### config.mk
export PLATFORM = sky130hd
export DESIGN_NAME = sram_fifo_ctrl
export DESIGN_NICKNAME = d
export VERILOG_FILES = /design/src/rtl/sram_fifo_ctrl.sv
export SDC_FILE = /design/constraint.sdc
export NUM_CORES = 1
export LEC_CHECK = 0
export CORE_UTILIZATION = 45
export DETAILED_ROUTE_END_ITERATION = 10
export GPL_TIMING_DRIVEN = 0
export MAX_ROUTING_LAYER = met4
export PLACE_DENSITY_LB_ADDON = 0.15
export SLEW_MARGIN = 20
export SYNTH_ARGS = -nofsm -noshare
export SYNTH_HDL_FRONTEND = slang
export SYNTH_SLANG_ARGS = --single-unit
### constraint.sdc
create_clock -name aclk -period 8 [get_ports aclk]
set_input_delay 1.2 -clock aclk [delete_from_list [all_inputs] [get_ports aclk]]
set_output_delay 1.2 -clock aclk [all_outputs]
set_load 0.05 [all_outputs]
### src/rtl/sram_fifo_ctrl.sv
// Purpose  : FIFO controller around an external 1-cycle-read dual-port SRAM, FWFT output.
// Latency  : push at edge E0 into an empty FIFO is visible on out_valid after E2.
// Backpres.: in_ready drops only when the SRAM proper is full; out_ready never reaches in_ready.
//
// Ports
//   aclk, aresetn                     clock, asynchronous active-low reset
//   in_valid/in_ready/in_data         upstream push handshake
//   out_valid/out_ready/out_data      downstream pop handshake (first-word-fall-through)
//   mem_waddr/mem_wdata/mem_wen       SRAM write port
//   mem_raddr/mem_ren/mem_rdata       SRAM read port, rdata valid the cycle after ren
//   count, full, empty                occupancy (SRAM + read in flight + output buffer)
//   hwm_clr, hwm                      high-water mark of count
//
// Build option: define SRAM_FIFO_HWM_EN to include the high-water-mark register;
// otherwise hwm reads as 0 and hwm_clr is ignored.

module sram_fifo_ctrl #(
    parameter int AW = 4,
    parameter int DW = 32
) (
    input  logic          aclk,
    input  logic          aresetn,
    input  logic          in_valid,
    output logic          in_ready,
    input  logic [DW-1:0] in_data,
    output logic          out_valid,
    input  logic          out_ready,
    output logic [DW-1:0] out_data,
    output logic [AW-1:0] mem_waddr,
    output logic [DW-1:0] mem_wdata,
    output logic          mem_wen,
    output logic [AW-1:0] mem_raddr,
    output logic          mem_ren,
    input  logic [DW-1:0] mem_rdata,
    output logic [AW+1:0] count,
    output logic          full,
    output logic          empty,
    input  logic          hwm_clr,
    output logic [AW+1:0] hwm
);

    localparam int            CW    = AW + 1;
    localparam int            TW    = AW + 2;
    localparam logic [AW:0]   DEPTH = {1'b1, {AW{1'b0}}};

    logic [AW-1:0] wptr;
    logic [AW-1:0] rptr;
    logic [AW:0]   sram_cnt;
    logic          rd_pend;
    logic [1:0]    buf_cnt;
    logic          buf_head;
    logic [DW-1:0] buf_q [2];

    logic          push;
    logic          pop;
    logic [2:0]    buf_after;
    logic          wr_slot;
    logic [AW:0]   sram_cnt_nxt;
    logic [1:0]    buf_cnt_nxt;

    // Ready depends on registered SRAM occupancy only.
    assign in_ready  = (sram_cnt != DEPTH);
    assign push      = in_valid && in_ready;
    assign out_valid = (buf_cnt != 2'd0);
    assign pop       = out_valid && out_ready;
    assign out_data  = buf_q[buf_head];

    // A push during reset must not reach the SRAM, since in_ready is 1 while reset is held.
    assign mem_wen   = push && aresetn;
    assign mem_waddr = wptr;
    assign mem_wdata = in_data;

    // Issue a read only if the buffer still has room once the in-flight word
    // lands and this cycle's pop leaves. Requiring sram_cnt != 0 guarantees
    // the read never targets the slot being written in the same cycle.
    assign buf_after = 3'(buf_cnt) + 3'(rd_pend) - 3'(pop);
    assign mem_ren   = (sram_cnt != '0) && (buf_after < 3'd2);
    assign mem_raddr = rptr;

    // Tail slot of the 2-entry buffer; when full and popping, the tail is the
    // slot being vacated by the head.
    assign wr_slot = buf_head ^ buf_cnt[0];

    assign sram_cnt_nxt = sram_cnt + CW'(push) - CW'(mem_ren);
    assign buf_cnt_nxt  = buf_cnt + 2'(rd_pend) - 2'(pop);

    always_ff @(posedge aclk or negedge aresetn) begin
        if (!aresetn) begin
            wptr     <= '0;
            rptr     <= '0;
            sram_cnt <= '0;
            rd_pend  <= 1'b0;
            buf_cnt  <= 2'd0;
            buf_head <= 1'b0;
            buf_q[0] <= '0;
            buf_q[1] <= '0;
        end else begin
            if (push) begin
                wptr <= wptr + AW'(1);
            end
            if (mem_ren) begin
                rptr <= rptr + AW'(1);
            end
            sram_cnt <= sram_cnt_nxt;
            rd_pend  <= mem_ren;
            buf_cnt  <= buf_cnt_nxt;
            if (pop) begin
                buf_head <= ~buf_head;
            end
            if (rd_pend) begin
                buf_q[wr_slot] <= mem_rdata;
            end
        end
    end

    assign count = TW'(sram_cnt) + TW'(rd_pend) + TW'(buf_cnt);
    assign full  = !in_ready;
    assign empty = (count == '0);

`ifdef SRAM_FIFO_HWM_EN
    logic [AW+1:0] count_nxt;
    logic [AW+1:0] hwm_q;

    // Occupancy after this edge: rd_pend will equal this cycle's mem_ren.
    assign count_nxt = TW'(sram_cnt_nxt) + TW'(mem_ren) + TW'(buf_cnt_nxt);

    always_ff @(posedge aclk or negedge aresetn) begin
        if (!aresetn) begin
            hwm_q <= '0;
        end else if (hwm_clr) begin
            hwm_q <= count_nxt;
        end else if (count_nxt > hwm_q) begin
            hwm_q <= count_nxt;
        end
    end

    assign hwm = hwm_q;
`else
    logic unused_hwm_clr;
    assign unused_hwm_clr = hwm_clr;
    assign hwm            = '0;
`endif

endmodule

==> impl_metrics.tcl, run 1 <==
set metrics [dict create \
    drive_above_1_share_pct 36.63 \
    grt_setup_unrepaired "false" \
    synth_mux_area_share_pct 28.60 \
    synthArstFlopShare_pct 100.0 \
    hp-class "reg2reg" \
    overflow 0 \
    yosys.area_share.adder_pct 5.708 \
    h-tree-depth 3 \
    hold_viol 0 \
    finalClockSkew_ns 0.01036 \
    fin_crit_ns 5.652 \
    ant_nets 0 \
    final_common_cell "clkdlybuf4s50_1" \
    routed_via_density 4.809 \
    clock_sinks 81 \
    worst_slew_pin_slew_ns 0.7005 \
    syn_area_mm2 0.004253 \
    synth_ff_type "dfrtp_1" \
    critical_path.max_stage_delay_ns 0.93 \
    vias 2674 \
    io_buffers 119 \
    pin_count 159 \
    drt_iter0_drc 33 \
    pre_cts_ws_ns 2.360 \
    initial_core_util_pct 46.24 \
    routed_wirelength_um 7930 \
    diodes 0 \
    slowest_stage "clkdlybuf4s50_1" \
    synth-edff-count 0 \
    dieArea_mm2 0.009844 \
    synth.distinct_cells 32 \
    grt_util_all_layers_pct 17.48 \
    worst_path_dominant_cell_family "buffers and inverters" \
    relSlewSlack_pct 52.94 \
    final_util_pct 63.73 \
    drv_slew 0 \
    start_kind "input pin" \
    fp-row-count 35 \
    grt_pass1_wl_um 13110 \
    wl_per_cell_um 14.26 \
    grt_max_degree 43 \
    synth-seq-area-share_pct 47.66 \
    clockRootBuffer "clkbuf_8" \
    cts_tree "yes" \
    clk_pin_slew_worst_paths_ns 0.07 \
    die_w_um 99.22 \
    synth_simple_gate_area_share_pct 3.442 \
    gp_congestion 0.7231 \
    fin_crit_sh_pct 70.64 \
    syn_inst 304 \
    yosys.area.top_type "dfrtp_1" \
    die_h_um 99.22 \
    clk_latency_ns 0.34 \
    maxCapViolations 0 \
    synth_top_area_share_pct 47.66 \
    path_class "in2out" \
    holdWs_ns 0.4796 \
    crit_chain "clkdlybuf4s50_1, and2_1, ha_1, inv_1, ha_1, inv_1, fa_1, inv_1, nor3_1, clkdlybuf4s50_1" \
    path_max_fanout 5 \
    grt_pass1_vias 2794 \
    first_pass_iters 6 \
    areaGrowthSynthToFinish_pct 37.81 \
    antenna_found_initial 0 \
    synth_xor_area_share_pct 2.883 \
    hpwlAfterDp_um 5622 \
    cts_resized 0 \
    synth-seq-cells 81 \
    fmax_ghz 0.1769 \
    cp.buffers_inverters 5 \
    setup.worst_path.end_class "output pin" \
    synth_compound_area_share_pct 1.265 \
    syn_area_per_cell_um2 13.99 \
    final_cell_mix "118 x clkdlybuf4s50_1, 81 x dfrtp_1, 68 x mux2_2, 39 x buf_4, 30 x mux2_4" \
    cts_hold_buf 0 \
    fp.coreArea_mm2 0.009196 \
    status "finished, final reports clean" \
    drc 0 \
    postCtsSetupBuffers 0 \
    synth_top_family_by_area "multiplexers" \
    setup_tns_ns 0 \
    critical_path_required_ns 6.80 \
    fin_nets 526 \
    worstPathArrival_ns 4.45 \
    cts_buffers 9 \
    worst_slack_ns 2.348 \
    ys_top_cells_by_area "dfrtp_1 48%, mux2_2 18%, mux2_4 11%" \
    cts_buffer_depth 2 \
    synth-warning-count 0 \
    critical_path.most_common_cell "inv_1" \
    setup_viol 0 \
]
-- per-layer routing --
| metal | routed length [µm] | up-vias | share of wire (%) | global-route usage (%) |
|---|---|---|---|---|
| li1 | - | 1274 | - | - |
| met1 | 3693 | 1299 | 47 | 22.63 |
| met2 | 3806 | 93 | 48 | 27.30 |
| met3 | 353 | 8 | 4.5 | 3.935 |
| met4 | 76 | 0 | 0.96 | 5.769 |
| met5 | 0 | - | 0 | - |
-- sequential cells by signal (all words and copies together) (netlist names) --
name       count
buf_head       1
buf_cnt        2
buf_q         64
mem_raddr      4
sram_cnt       5
mem_waddr      4
rd_pend        1
-- synthesized netlist by cell type (all sizes together), types with 2 or more instances --
cell     number
dfrtp        81
nand3         3
nand2         4
nor3          3
buf          47
and3          3
fa            4
nand4         2
mux2         98
inv          11
nand4bb       2
xor2          9
a21oi         3
clkbuf        3
or2           2
a21o          2
ha           13
xnor2         5
-- metrics by stage --
step	instances	instance area, µm²
2_1_floorplan	309	4272
3_3_place_gp	539	5602
3_5_place_dp	540	5619
4_1_cts	556	5861
5_1_grt	556	5861
6_report	556	5861
-- logic make-up after synthesis --
group | Yosys count
other | 1
xor gates and xnor gates | 14
buffers and inverters | 61
DFF | 81
adders and majority gates | 17
muxes | 98
and+or+nand+nor | 24
AOI/OAI and AO/OA | 8
-- final timing paths --
path / to / cells after the start / from / slack, ns
max: mem_ren / 10 / out_ready / 2.35
max reg2reg: sram_cnt[4] / 16 / buf_cnt[1] / 3.93
max in group asynchronous: sram_cnt[2] / 2 / aresetn / 6.56
min: mem_waddr[3] / 1 / mem_waddr[3] / 0.48
min reg2reg: mem_waddr[3] / 1 / mem_waddr[3] / 0.48
min in group asynchronous: buf_q[38] / 1 / aresetn / 0.82
-- area by class of cell --
| class | count | area (µm²) |
|---|---|---|
| repair buffers | 120 | 1209 |
| clock inverters | 6 | 113.9 |
| plain buffers | 50 | 399.1 |
| multi-input cells | 167 | 1804 |
| inverters | 11 | 41.29 |
| well taps | 111 | 138.9 |
| clock buffers | 10 | 127.6 |
| fillers | 727 | 3336 |
| flip-flops and latches | 81 | 2027 |
Power of run 1 is left out: the tool's default activity adds up to more than one toggle a clock period on the data nets, which glitch-free logic cannot reach.
==> run 2: changes to the inputs <==
==> constraint.sdc (replaced) <==
create_clock -name aclk -period 5.2 [get_ports aclk]
set_input_delay 0.78 -clock aclk [delete_from_list [all_inputs] [get_ports aclk]]
set_output_delay 0.78 -clock aclk [all_outputs]
set_load 0.05 [all_outputs]
==> results of run 2 <==
Same layout as run 1 (identical final DEF). Status: finished, final reports clean.
Among the figures that moved: setup slack after placement 2.360 ns -> 0.3995 ns; clock-pin slew on the worst setup and hold paths 0.07 ns -> 0.09 ns; setup slack after layout 2.348 ns -> 0.3885 ns; hold slack 0.4796 ns -> 0.3974 ns; register-to-register setup slack 3.93 ns -> 1.13 ns
Power of run 2 is left out for the same reason.
